<file path="src/rtl/rpsc_power_sequencer_pkg.sv">
// rpsc_pkg: shared state/fault encodings and default timing for the RPSC
// power sequencer. Optional auto-restart is selected with RPSC_AUTO_RESTART_EN.
package rpsc_pkg;

  typedef enum logic [2:0] {
    S_IDLE    = 3'd0,
    S_AN_UP   = 3'd1,
    S_G2_UP   = 3'd2,
    S_DR_UP   = 3'd3,
    S_RUN     = 3'd4,
    S_DR_DOWN = 3'd5,
    S_G2_DOWN = 3'd6,
    S_FAULT   = 3'd7
  } state_t;

  typedef enum logic [2:0] {
    F_NONE     = 3'd0,
    F_ALARM1   = 3'd1,
    F_ALARM2   = 3'd2,
    F_AN_TO    = 3'd3,
    F_G2_TO    = 3'd4,
    F_DR_TO    = 3'd5,
    F_RUN_LOSS = 3'd6
  } fault_t;

  localparam int DEF_T_AN         = 256;
  localparam int DEF_T_G2         = 512;
  localparam int DEF_T_DR         = 128;
  localparam int DEF_T_OFF        = 64;
  localparam int DEF_MAX_RETRY    = 3;
  localparam int DEF_RESTART_HOLD = 1024;

  function automatic int max2(input int a, input int b);
    return (a > b) ? a : b;
  endfunction

endpackage

</file>
<file path="src/rtl/rpsc_power_sequencer_if.sv">
// Operator/interlock-card side signals of the RPSC power sequencer.
// master drives the requests and card status, slave is the sequencer.
// retry_cnt exists only when RPSC_AUTO_RESTART_EN is defined.
interface rpsc_power_sequencer_if;

  logic       start;
  logic       stop;
  logic       fault_clr;
  logic       alarm1_n;
  logic       alarm2_n;
  logic       an_ok;
  logic       g2_ok;
  logic       dr_ok;
  logic       an_ps_on;
  logic       g2_ps_on;
  logic       dr_amp_on;
  logic       running;
  logic       fault;
  logic [2:0] fault_code;
  logic [2:0] state;
`ifdef RPSC_AUTO_RESTART_EN
  logic [1:0] retry_cnt;
`endif

  modport master (
    output start, stop, fault_clr, alarm1_n, alarm2_n, an_ok, g2_ok, dr_ok,
    input  an_ps_on, g2_ps_on, dr_amp_on, running, fault, fault_code, state
`ifdef RPSC_AUTO_RESTART_EN
    , input retry_cnt
`endif
  );

  modport slave (
    input  start, stop, fault_clr, alarm1_n, alarm2_n, an_ok, g2_ok, dr_ok,
    output an_ps_on, g2_ps_on, dr_amp_on, running, fault, fault_code, state
`ifdef RPSC_AUTO_RESTART_EN
    , output retry_cnt
`endif
  );

endinterface

</file>
<file path="src/rtl/rpsc_power_sequencer_timeout_counter.sv">
// rpsc_timeout_counter: per-state dwell/timeout counter. Cleared on every
// state entry, counts up while enabled and sticks at all-ones so a long
// wait can never wrap back into a false "not yet expired".
module rpsc_timeout_counter #(
  parameter int CW = 8
) (
  input  logic          clk,
  input  logic          reset,
  input  logic          clear,
  input  logic          enable,
  input  logic [CW-1:0] term,
  output logic          done
);

  logic [CW-1:0] count;

  // Saturating up-counter with synchronous clear.
  always_ff @(posedge clk) begin
    if (reset || clear) begin
      count <= '0;
    end else if (enable && (count != '1)) begin
      count <= count + CW'(1);
    end
  end

  assign done = (count >= term);

endmodule

</file>
<file path="src/rtl/rpsc_power_sequencer.sv">
// rpsc_power_sequencer: ordered power-up/power-down of anode PS, G2 PS and
// driver amplifier with per-stage timeouts and a latched first-fault code.
// Define RPSC_AUTO_RESTART_EN to allow automatic retries after non-alarm faults.
module rpsc_power_sequencer
  import rpsc_pkg::*;
#(
  parameter int T_AN  = DEF_T_AN,
  parameter int T_G2  = DEF_T_G2,
  parameter int T_DR  = DEF_T_DR,
  parameter int T_OFF = DEF_T_OFF
`ifdef RPSC_AUTO_RESTART_EN
  , parameter int MAX_RETRY    = DEF_MAX_RETRY,
  parameter int RESTART_HOLD = DEF_RESTART_HOLD
`endif
) (
  input  logic                  clk,
  input  logic                  reset,
  rpsc_power_sequencer_if.slave bus
);

`ifdef RPSC_AUTO_RESTART_EN
  localparam int T_MAX = max2(max2(max2(T_AN, T_G2), max2(T_DR, T_OFF)), RESTART_HOLD);
`else
  localparam int T_MAX = max2(max2(T_AN, T_G2), max2(T_DR, T_OFF));
`endif
  localparam int CW = $clog2(T_MAX) + 1;

  state_t        state_q, state_d;
  fault_t        code_q, new_code, alarm_code;
  logic          alarm;
  logic [CW-1:0] term;
  logic          cnt_done;
  logic          an_q, g2_q, dr_q, run_q, fault_q;
`ifdef RPSC_AUTO_RESTART_EN
  logic [1:0]    retry_q;
  logic          restart;
`endif

  rpsc_timeout_counter #(.CW(CW)) u_timer (
    .clk    (clk),
    .reset  (reset),
    .clear  (state_d != state_q),
    .enable (state_q != S_IDLE),
    .term   (term),
    .done   (cnt_done)
  );

  // Next-state selection: alarm beats timeout/run-loss, which beats stop, which beats progress.
  always_comb begin
    alarm      = !bus.alarm1_n || !bus.alarm2_n;
    alarm_code = !bus.alarm1_n ? F_ALARM1 : F_ALARM2;
    state_d    = state_q;
    new_code   = F_NONE;
    term       = '1;
`ifdef RPSC_AUTO_RESTART_EN
    restart    = 1'b0;
`endif
    case (state_q)
      S_IDLE: begin
        if (bus.start && !bus.stop && !alarm) state_d = S_AN_UP;
      end
      S_AN_UP: begin
        term = CW'(T_AN - 1);
        if (alarm) begin
          state_d = S_FAULT; new_code = alarm_code;
        end else if (!bus.an_ok && cnt_done) begin
          state_d = S_FAULT; new_code = F_AN_TO;
        end else if (bus.stop) begin
          state_d = S_IDLE;
        end else if (bus.an_ok) begin
          state_d = S_G2_UP;
        end
      end
      S_G2_UP: begin
        term = CW'(T_G2 - 1);
        if (alarm) begin
          state_d = S_FAULT; new_code = alarm_code;
        end else if (!bus.g2_ok && cnt_done) begin
          state_d = S_FAULT; new_code = F_G2_TO;
        end else if (bus.stop) begin
          state_d = S_G2_DOWN;
        end else if (bus.g2_ok) begin
          state_d = S_DR_UP;
        end
      end
      S_DR_UP: begin
        term = CW'(T_DR - 1);
        if (alarm) begin
          state_d = S_FAULT; new_code = alarm_code;
        end else if (!bus.dr_ok && cnt_done) begin
          state_d = S_FAULT; new_code = F_DR_TO;
        end else if (bus.stop) begin
          state_d = S_DR_DOWN;
        end else if (bus.dr_ok) begin
          state_d = S_RUN;
        end
      end
      S_RUN: begin
        if (alarm) begin
          state_d = S_FAULT; new_code = alarm_code;
        end else if (!(bus.an_ok && bus.g2_ok && bus.dr_ok)) begin
          state_d = S_FAULT; new_code = F_RUN_LOSS;
        end else if (bus.stop) begin
          state_d = S_DR_DOWN;
        end
      end
      S_DR_DOWN: begin
        term = CW'(T_OFF - 1);
        if (alarm) begin
          state_d = S_FAULT; new_code = alarm_code;
        end else if (cnt_done) begin
          state_d = S_G2_DOWN;
        end
      end
      S_G2_DOWN: begin
        term = CW'(T_OFF - 1);
        if (alarm) begin
          state_d = S_FAULT; new_code = alarm_code;
        end else if (cnt_done) begin
          state_d = S_IDLE;
        end
      end
      S_FAULT: begin
`ifdef RPSC_AUTO_RESTART_EN
        term = CW'(RESTART_HOLD - 1);
`endif
        if (bus.fault_clr && !bus.start && !alarm) begin
          state_d = S_IDLE;
        end
`ifdef RPSC_AUTO_RESTART_EN
        else if ((code_q inside {F_AN_TO, F_G2_TO, F_DR_TO, F_RUN_LOSS}) && !alarm &&
                 (int'(retry_q) < MAX_RETRY) && cnt_done) begin
          state_d = S_AN_UP;
          restart = 1'b1;
        end
`endif
      end
      default: state_d = S_IDLE;
    endcase
  end

  // State, latched fault code and enables are all registered from the next state.
  always_ff @(posedge clk) begin
    if (reset) begin
      state_q <= S_IDLE;
      code_q  <= F_NONE;
      an_q    <= 1'b0;
      g2_q    <= 1'b0;
      dr_q    <= 1'b0;
      run_q   <= 1'b0;
      fault_q <= 1'b0;
    end else begin
      state_q <= state_d;
      if (state_d != S_FAULT) begin
        code_q <= F_NONE;
      end else if (state_q != S_FAULT) begin
        code_q <= new_code;
      end
      an_q    <= state_d inside {S_AN_UP, S_G2_UP, S_DR_UP, S_RUN, S_DR_DOWN, S_G2_DOWN};
      g2_q    <= state_d inside {S_G2_UP, S_DR_UP, S_RUN, S_DR_DOWN};
      dr_q    <= state_d inside {S_DR_UP, S_RUN};
      run_q   <= (state_d == S_RUN);
      fault_q <= (state_d == S_FAULT);
    end
  end

`ifdef RPSC_AUTO_RESTART_EN
  // Retry budget: operator stop/clear refills it, each automatic restart consumes one.
  always_ff @(posedge clk) begin
    if (reset || bus.fault_clr || bus.stop) begin
      retry_q <= 2'd0;
    end else if (restart) begin
      retry_q <= retry_q + 2'd1;
    end
  end

  assign bus.retry_cnt = retry_q;
`endif

  assign bus.state      = state_q;
  assign bus.fault_code = code_q;
  assign bus.an_ps_on   = an_q;
  assign bus.g2_ps_on   = g2_q;
  assign bus.dr_amp_on  = dr_q;
  assign bus.running    = run_q;
  assign bus.fault      = fault_q;

endmodule

</file>
<file path="src/flat_wrapper.sv">
// flat-port wrapper written by rule: the top's interface ports become plain ports
module rpsc_power_sequencer_flat import rpsc_pkg::*;
#(
  parameter int T_AN  = DEF_T_AN,
  parameter int T_G2  = DEF_T_G2,
  parameter int T_DR  = DEF_T_DR,
  parameter int T_OFF = DEF_T_OFF

)
  (clk, reset, bus_start, bus_stop, bus_fault_clr, bus_alarm1_n, bus_alarm2_n, bus_an_ok, bus_g2_ok, bus_dr_ok, bus_an_ps_on, bus_g2_ps_on, bus_dr_amp_on, bus_running, bus_fault, bus_fault_code, bus_state);
  rpsc_power_sequencer_if bus_i ();
  input  logic clk;
  input  logic reset;
  input wire logic [$bits(bus_i.start)-1:0] bus_start;
  input wire logic [$bits(bus_i.stop)-1:0] bus_stop;
  input wire logic [$bits(bus_i.fault_clr)-1:0] bus_fault_clr;
  input wire logic [$bits(bus_i.alarm1_n)-1:0] bus_alarm1_n;
  input wire logic [$bits(bus_i.alarm2_n)-1:0] bus_alarm2_n;
  input wire logic [$bits(bus_i.an_ok)-1:0] bus_an_ok;
  input wire logic [$bits(bus_i.g2_ok)-1:0] bus_g2_ok;
  input wire logic [$bits(bus_i.dr_ok)-1:0] bus_dr_ok;
  output wire logic [$bits(bus_i.an_ps_on)-1:0] bus_an_ps_on;
  output wire logic [$bits(bus_i.g2_ps_on)-1:0] bus_g2_ps_on;
  output wire logic [$bits(bus_i.dr_amp_on)-1:0] bus_dr_amp_on;
  output wire logic [$bits(bus_i.running)-1:0] bus_running;
  output wire logic [$bits(bus_i.fault)-1:0] bus_fault;
  output wire logic [$bits(bus_i.fault_code)-1:0] bus_fault_code;
  output wire logic [$bits(bus_i.state)-1:0] bus_state;
  assign bus_i.start = bus_start;
  assign bus_i.stop = bus_stop;
  assign bus_i.fault_clr = bus_fault_clr;
  assign bus_i.alarm1_n = bus_alarm1_n;
  assign bus_i.alarm2_n = bus_alarm2_n;
  assign bus_i.an_ok = bus_an_ok;
  assign bus_i.g2_ok = bus_g2_ok;
  assign bus_i.dr_ok = bus_dr_ok;
  assign bus_an_ps_on = bus_i.an_ps_on;
  assign bus_g2_ps_on = bus_i.g2_ps_on;
  assign bus_dr_amp_on = bus_i.dr_amp_on;
  assign bus_running = bus_i.running;
  assign bus_fault = bus_i.fault;
  assign bus_fault_code = bus_i.fault_code;
  assign bus_state = bus_i.state;
  rpsc_power_sequencer #(.T_AN(T_AN), .T_G2(T_G2), .T_DR(T_DR), .T_OFF(T_OFF)) u_core (.clk(clk), .reset(reset), .bus(bus_i));
endmodule
</file>
<file path="config.mk">
export PLATFORM = sky130hd
export DESIGN_NAME = rpsc_power_sequencer_flat
export DESIGN_NICKNAME = d
export VERILOG_FILES = /design/src/rtl/rpsc_power_sequencer_pkg.sv /design/src/rtl/rpsc_power_sequencer_if.sv /design/src/rtl/rpsc_power_sequencer_timeout_counter.sv /design/src/rtl/rpsc_power_sequencer.sv /design/src/flat_wrapper.sv
export SDC_FILE = /design/constraint.sdc
export NUM_CORES = 1
export LEC_CHECK = 0
export CAP_MARGIN = 40
export CORE_MARGIN = 3
export CORE_UTILIZATION = 57
export CTS_CLUSTER_DIAMETER = 30
export DETAILED_ROUTE_END_ITERATION = 12
export GPL_ROUTABILITY_DRIVEN = 0
export PLACE_DENSITY = 0.84
export SLEW_MARGIN = 20
export SYNTH_ARGS = -nofsm -noshare
export SYNTH_HDL_FRONTEND = slang
export SYNTH_SLANG_ARGS = --single-unit
</file>
<file path="constraint.sdc">
create_clock -name clk -period 4.7 [get_ports clk]
set_clock_uncertainty 0.1 [all_clocks]
set_input_delay 0.94 -clock clk [delete_from_list [all_inputs] [get_ports clk]]
set_output_delay 0.94 -clock clk [all_outputs]
set_load 0.01 [all_outputs]
</file>
==> results of run 1 <==
-- per-stage QoR --
stage                     utilization, %  hold slack (ns)  cells
after floorplan                        -            0.388    177
after global placement              70.6            0.383    220
after detailed placement            70.6            0.378    220
after CTS                           72.0            0.409    224
after global routing                72.0            0.435    224
final                               72.0            0.410    224
-- power by group --
part	switching, mW	internal [mW]
Combinational	0.287	0.207
Sequential	0.0607	0.212
Clock	0.0597	0.0323
Total	0.407	0.451
-- worst max path at each step --
stage               cells after the start  slack, ns                       end
finish                                 11       1.02  u_core.bus.fault_code[2]
floorplan                              14       1.56      u_core.bus.dr_amp_on
CTS                                    11       1.09  u_core.bus.fault_code[2]
detailed placement                     11       1.13  u_core.bus.fault_code[2]
global placement                        7       1.22      u_core.bus.dr_amp_on
global route                           11       0.74  u_core.bus.fault_code[0]
-- logic make-up after synthesis --
family	after synthesis	synth area share [%]
xor gates and xnor gates	11	6.98
AOI/OAI and AO/OA	44	21.0
buffers and inverters	12	3.54
adders and majority gates	5	4.53
and+or+nand+nor	82	32.0
DFF	21	30.5
muxes	2	1.45
-- layout make-up --
cell class | count | area [um2] | share of cell area, %
Clock buffer | 3 | 22.5 | 1.39
Clock inverter | 1 | 7.51 | 0.463
Inverter | 7 | 26.3 | 1.62
Multi-Input combinational cell | 144 | 911 | 56.1
Sequential cell | 21 | 420 | 25.9
Tap cell | 28 | 35.0 | 2.16
Timing Repair Buffer | 20 | 200 | 12.3
-- state kept, by name, indices dropped and copies added (netlist names) --
| signal | cells |
|---|---|
| u_core.bus.state | 3 |
| u_core.bus.g2_ps_on | 1 |
| u_core.bus.running | 1 |
| u_core.u_timer.count | 10 |
| u_core.bus.an_ps_on | 1 |
| u_core.bus.fault_code | 3 |
| u_core.bus.dr_amp_on | 1 |
| u_core.bus.fault | 1 |
-- metal layers --
layer  track usage, %  up-vias
met1             32.1      671
met4             6.25        0
met3             4.21        6
met2             39.7       65
li1                 -      688
met5                0        -
-- cells in the final DEF, fill, tap and decap left out, drive strengths merged, types with 3 or more instances in the layout --
cell | Yosys | routed
nor2 | 28 | 28
dfxtp | 21 | 21
clkdlybuf4s50 | 0 | 20
nand2 | 16 | 16
a21oi | 12 | 12
o21ai | 9 | 9
inv | 7 | 7
xnor2 | 6 | 6
nand4 | 6 | 6
nand2b | 5 | 5
xor2 | 5 | 5
ha | 5 | 5
nand3 | 5 | 5
a31oi | 4 | 4
and3 | 4 | 4
nor3 | 3 | 3
clkbuf | 1 | 3
-- worst reg2reg max path, delay by kind of cell (launching register included) --
| kind | cells | cell delay, ns |
|---|---|---|
| AOI/OAI and AO/OA | 2 | 0.29 |
| adders and majority gates | 1 | 0.29 |
| DFF | 1 | 0.77 |
| and+or+nand+nor | 8 | 2.14 |
==> insert_results.sql, run 1 <==
INSERT INTO impl_metrics (metric_group, metric, value, unit) VALUES
('status', 'outcome', 'finished, final reports clean', ''),
('pwr', 'total_leakage_power', '0.628', 'nW'),
('worst_setup_path', 'critPathTopFamily', 'simple AND/OR/NAND/NOR gates', ''),
('cts', 'worst_skew_pair.late_latency', '0.30', 'ns'),
('sta', 'worst-slew-pin-transition', '0.653', 'ns'),
('global_routing', 'grt_remaining_overflow', '0', ''),
('min_path', 'hold_class', 'register to register', ''),
('cells_and_area', 'area_growth', '17.6', '%'),
('die', 'fp.dieArea', '3050', 'um2'),
('cts', 'root_buffer', 'sky130_fd_sc_hd__clkbuf_4', ''),
('die', 'die_w', '55.2', 'um'),
('cells_and_area', 'num-nets-final', '212', ''),
('logic_synthesis', 'synth.top_cells.by_count', 'sky130_fd_sc_hd__nor2_1 (27), sky130_fd_sc_hd__dfxtp_1 (21), sky130_fd_sc_hd__nand2_1 (15), sky130_fd_sc_hd__a21oi_1 (12), sky130_fd_sc_hd__o21ai_0 (8)', ''),
('worst_setup_path', 'critical_path_s_most_frequent_cell', 'sky130_fd_sc_hd__nor2_1', ''),
('logic_synthesis', 'ys_seq_area_share', '30.5', '%'),
('worst_setup_path', 'cp_data_arrival_time', '3.78', 'ns'),
('detailed_routing', 'firstDrtPassIters', '4', ''),
('logic_synthesis', 'synth_top_flop_cell', 'sky130_fd_sc_hd__dfxtp_1', ''),
('worst_setup_path', 'r2r_end', 'u_core.bus.fault_code[2]', ''),
('pwr', 'irDropWorstVdd', '0.432', 'mV'),
('detailed_routing', 'avgRoutedWirePerCell', '15.8', 'um'),
('detailed_routing', 'antenna_violating_nets_post_route', '0', ''),
('detailed_routing', 'dr.max_layer_used', 'met4', ''),
('cts', 'tritoncts', 'yes', ''),
('placement', 'area_of_placed_instances', '1590', 'um2'),
('placement', 'detailed_place_hpwl', '2700', 'um'),
('logic_synthesis', 'ys.warnings.count', '0', ''),
('detailed_routing', 'met2_wirelength', '1730', 'um'),
('worst_setup_path', 'critical_path_class', 'register to register', ''),
('sta', 'hold_viol_final', '0', ''),
('worst_setup_path', 'crit_start', 'u_core.bus.state[0]', ''),
('worst_setup_path', 'crit_path_end_kind', 'register', ''),
('detailed_routing', 'drc_errors', '0', ''),
('worst_setup_path', 'worst-r2r-cell-count', '11', ''),
('logic_synthesis', 'post_synth_inst_count', '177', ''),
('min_path', 'timing.hold.worst_endpoint', 'u_core.bus.fault_code[1]', ''),
('logic_synthesis', 'synthDominantCellAreaShare', '30.5', '%'),
('die', 'ioPinCount', '21', ''),
('detailed_routing', 'via_per_inst', '6.38', ''),
('cts', 'cts-htree-levels', '1', ''),
('cts', 'post_cts_sizing', '0', ''),
('min_path', 'timing.hold.worst_path_depth', '2', ''),
('sta', 'finalSetupViolCount', '0', ''),
('cells_and_area', 'fillerInstances', '194', ''),
('detailed_routing', 'dr.first_iter.drc_count', '86', ''),
('pwr', 'total_power', '0.858', 'mW'),
('worst_setup_path', 'worstPathCellList', 'nand2_1 > nor2_1 > a21oi_1 > ha_1 > nand2_1 > nor4_4 > o22ai_1 > or3_1 > nor2_1 > nand4bb_1 > nor2_1', ''),
('detailed_routing', 'detail_route.wirelength.met1', '1500', 'um'),
('cts', 'cts_hold_buffers', '0', ''),
('sta', 'drv_slew', '0', ''),
('sta', 'post-route-period-util', '78.2', '%'),
('worst_setup_path', 'critPathBufInv', '0', ''),
('logic_synthesis', 'netlist.top_cell.by_area', 'sky130_fd_sc_hd__dfxtp_1', ''),
('cells_and_area', 'drive_gt1_share', '5.61', '%'),
('worst_setup_path', 'path_max_fanout', '21', ''),
('flow_run', 'cap_violations', '0', ''),
('detailed_routing', 'detail_route.wirelength', '3540', 'um'),
('cts', 'setup_fix_buffers_added_after_clock_tree_synthesis', '0', ''),
('logic_synthesis', 'mappedNetlistNets', '192', ''),
('logic_synthesis', 'synth.top_cells.by_area', 'sky130_fd_sc_hd__dfxtp_1 (30%), sky130_fd_sc_hd__nor2_1 (7.3%), sky130_fd_sc_hd__ha_1 (4.5%)', ''),
('worst_setup_path', 'reg2reg_setup_slack', '1.02', 'ns'),
('worst_setup_path', 'cp_data_required_time', '4.81', 'ns'),
('logic_synthesis', 'synth_enable_flop_cells', '0', ''),
('global_routing', 'grt_pass1_vias', '1304', ''),
('sta', 'relative_slew_slack', '56.4', '%'),
('logic_synthesis', 'synth.cell_area', '1380', 'um2'),
('worst_setup_path', 'cpPeakStageDelay', '0.77', 'ns'),
('logic_synthesis', 'ys_seq_elements', '21', ''),
('min_path', 'timing.hold.worst.start', 'u_core.bus.fault_code[1]', ''),
('global_routing', 'antenna_found_initial', '0', ''),
('global_routing', 'grt_max_degree', '22', '');
(Power assumes the default switching activity.)
==> run 2: changes to the inputs <==
- CORE_UTILIZATION: 57 -> 53
- PLACE_DENSITY: 0.84 -> 0.79
- clock period: 4.7 -> 3.8 ns (I/O delays scaled with it)
==> run 2 against run 1 <==
  * Highest routed layer unchanged
  * Via count rose by 1.0%
  * Critical endpoint unchanged
  * Clock power grew 23%
  * Utilization fell by 1.7 points
  * Wire length decreased by 0.71%
==> insert_results.sql, run 2 (synthesized netlist as in run 1, its figures left out) <==
INSERT INTO impl_metrics (metric_group, metric, value, unit) VALUES
('die', 'ioPinCount', '21', ''),
('cts', 'root_buffer', 'sky130_fd_sc_hd__clkbuf_4', ''),
('cts', 'clockBufferDepth', '2', ''),
('sta', 'min_period', '3.39', 'ns'),
('cts', 'worst_skew_pair.late_latency', '0.31', 'ns'),
('worst_setup_path', 'path_max_fanout', '10', ''),
('detailed_routing', 'vias', '1445', ''),
('worst_setup_path', 'crit_path_end_kind', 'register', ''),
('sta', 'drv_slew', '0', ''),
('worst_setup_path', 'cpPeakStageDelay', '0.56', 'ns'),
('worst_setup_path', 'critPathBufInv', '0', ''),
('global_routing', 'grt_max_degree', '14', ''),
('worst_setup_path', 'reg2reg_setup_slack', '0.41', 'ns'),
('min_path', 'timing.hold.worst.start', 'u_core.bus.fault_code[2]', ''),
('cts', 'clk_pin_slew', '0.13', 'ns'),
('cells_and_area', 'max_flop_register', 'u_core.u_timer.count', ''),
('sta', 'finalSetupViolCount', '0', ''),
('global_routing', 'grt_remaining_overflow', '0', ''),
('sta', 'worst-slew-pin-transition', '0.595', 'ns'),
('worst_setup_path', 'worstSetupStartpointType', 'register', ''),
('cts', 'cts_hold_buffers', '0', ''),
('status', 'outcome', 'finished, final reports clean', ''),
('cells_and_area', 'drive_gt1_share', '7.04', '%'),
('worst_setup_path', 'critPathTopFamily', 'simple AND/OR/NAND/NOR gates', ''),
('die', 'chipHeight', '57.0', 'um'),
('cts', 'tritoncts', 'yes', ''),
('detailed_routing', 'antenna_violating_nets_post_route', '0', ''),
('cts', 'cts_sinks', '21', ''),
('sta', 'finalHoldWorstSlack', '0.451', 'ns'),
('min_path', 'timing.hold.worst_path_depth', '2', ''),
('cells_and_area', 'antenna_cells', '0', ''),
('detailed_routing', 'firstDrtPassIters', '5', ''),
('min_path', 'hold_class', 'register to register', ''),
('detailed_routing', 'detail_route.wirelength', '3520', 'um'),
('sta', 'hold_viol_final', '0', ''),
('worst_setup_path', 'cp_data_arrival_time', '3.50', 'ns'),
('global_routing', 'grt_pass1_vias', '1323', ''),
('worst_setup_path', 'critical_path_s_most_frequent_cell', 'sky130_fd_sc_hd__nor2_1', ''),
('sta', 'final.setup.tns', '0', 'ns'),
('sta', 'grt_setup_unrepaired', 'false', ''),
('pwr', 'irDropWorstVdd', '0.583', 'mV'),
('worst_setup_path', 'crit-reg2reg-launch', 'u_core.bus.state[0]', ''),
('cells_and_area', 'layout.cells.most_common', 'sky130_fd_sc_hd__nor2_1', ''),
('detailed_routing', 'via_per_inst', '6.37', ''),
('worst_setup_path', 'cp_data_required_time', '3.91', 'ns'),
('cts', 'setup_fix_buffers_added_after_clock_tree_synthesis', '0', ''),
('global_routing', 'antenna_found_initial', '0', ''),
('placement', 'io_buffers', '20', ''),
('min_path', 'timing.hold.worst_endpoint', 'u_core.bus.fault_code[2]', ''),
('pwr', 'power.density_cell_area', '652', 'nW/um2'),
('die', 'die_w', '57.0', 'um'),
('detailed_routing', 'dr.first_iter.drc_count', '89', ''),
('cts', 'post_cts_sizing', '0', ''),
('cells_and_area', 'mostFrequentLayoutCells', 'sky130_fd_sc_hd__nor2_1 (27), sky130_fd_sc_hd__dfxtp_1 (21), sky130_fd_sc_hd__clkdlybuf4s50_1 (20)', ''),
('worst_setup_path', 'slowest_stage', 'sky130_fd_sc_hd__dfxtp_1', ''),
('global_routing', 'grt_first_pass_wirelength', '5890', 'um'),
('worst_setup_path', 'worstPathCellList', 'nand2_1 > nor2_1 > a21oi_1 > ha_1 > nand2_1 > nor4_4 > o22ai_1 > or3_1 > nor2_1 > nand4bb_1 > nor2_1', ''),
('cts', 'cts-buffers-inserted', '3', ''),
('sta', 'clock.fmax', '295', 'MHz'),
('detailed_routing', 'drc_errors', '0', ''),
('global_routing', 'grt_use_total', '22.4', '%'),
('cells_and_area', 'area_growth', '19.2', '%'),
('pwr', 'total_leakage_power', '0.643', 'nW'),
('worst_setup_path', 'worst-r2r-cell-count', '11', ''),
('flow_run', 'cap_violations', '0', ''),
('die', 'fp.dieArea', '3250', 'um2'),
('sta', 'post-route-period-util', '89.2', '%'),
('cells_and_area', 'largest_register_ff_count', '10', ''),
('cts', 'cts-htree-levels', '1', ''),
('sta', 'relative_slew_slack', '60.2', '%'),
('die', 'initial_core_util', '59.0', '%'),
('cells_and_area', 'utilization', '70.3', '%'),
('detailed_routing', 'avgRoutedWirePerCell', '15.5', 'um'),
('placement', 'detailed_place_hpwl', '2710', 'um'),
('worst_setup_path', 'critical_path_class', 'register to register', ''),
('die', 'design.core.area', '2340', 'um2'),
('die', 'placementRows', '17', ''),
('worst_setup_path', 'r2r_end', 'u_core.bus.fault_code[2]', ''),
('cells_and_area', 'num-nets-final', '215', '');
-- run 2: cell type report --
cell class | count | area [um2]
clock buffer | 3 | 22.5
fill | 208 | 694
inverter | 7 | 26.3
multi-input combinational | 144 | 911
tap | 28 | 35.0
clock inverter | 1 | 7.51
timing repair buffer | 23 | 223
sequential | 21 | 420
-- run 2: worst max-delay path by stage --
stage / from / to / slack (ns) / cells past startpoint
after CTS: u_core.bus.state[0] / u_core.bus.fault_code[2] / 0.44 / 11
final: u_core.bus.state[0] / u_core.bus.fault_code[2] / 0.41 / 11
after detailed placement: u_core.bus.state[0] / u_core.bus.an_ps_on / 0.50 / 11
after floorplan: u_core.bus.state[0] / u_core.bus.dr_amp_on / 0.66 / 14
after global routing: u_core.bus.state[0] / u_core.bus.an_ps_on / 0.07 / 11
after global placement: u_core.bus.state[0] / u_core.u_timer.count[7] / 0.56 / 11
-- run 2: worst register-to-register path, delay by kind of cell (launching register included) --
| family | cells | cell delay, ns |
|---|---|---|
| compound gates | 2 | 0.28 |
| flops | 1 | 0.56 |
| simple gates | 8 | 2.05 |
| fa+ha+maj | 1 | 0.30 |
-- run 2: through the flow --
stage / worst slack (ns) / area (um2) / std cells / total power, mW
after floorplan: 0.660 / 1380 / 177 / 0.754
after global placement: 0.559 / 1620 / 223 / 0.935
after detailed placement: 0.500 / 1620 / 223 / 0.951
after CTS: 0.443 / 1650 / 227 / 1.07
after global routing: 0.0745 / 1650 / 227 / 1.16
final: 0.410 / 1650 / 227 / 1.07
-- run 2: where the power goes --
group          internal, mW  switching (mW)  total, mW
clock network        0.0402          0.0730      0.113
registers             0.262          0.0493      0.311
logic                 0.274           0.374      0.648
-- run 2: routing by layer --
metal	wire (um)	vias up	track usage (%)
met1	1570	652	31.8
li1	-	698	-
met2	1530	78	33.0
met3	330	17	4.98
met5	0	-	0
met4	92	0	8.28
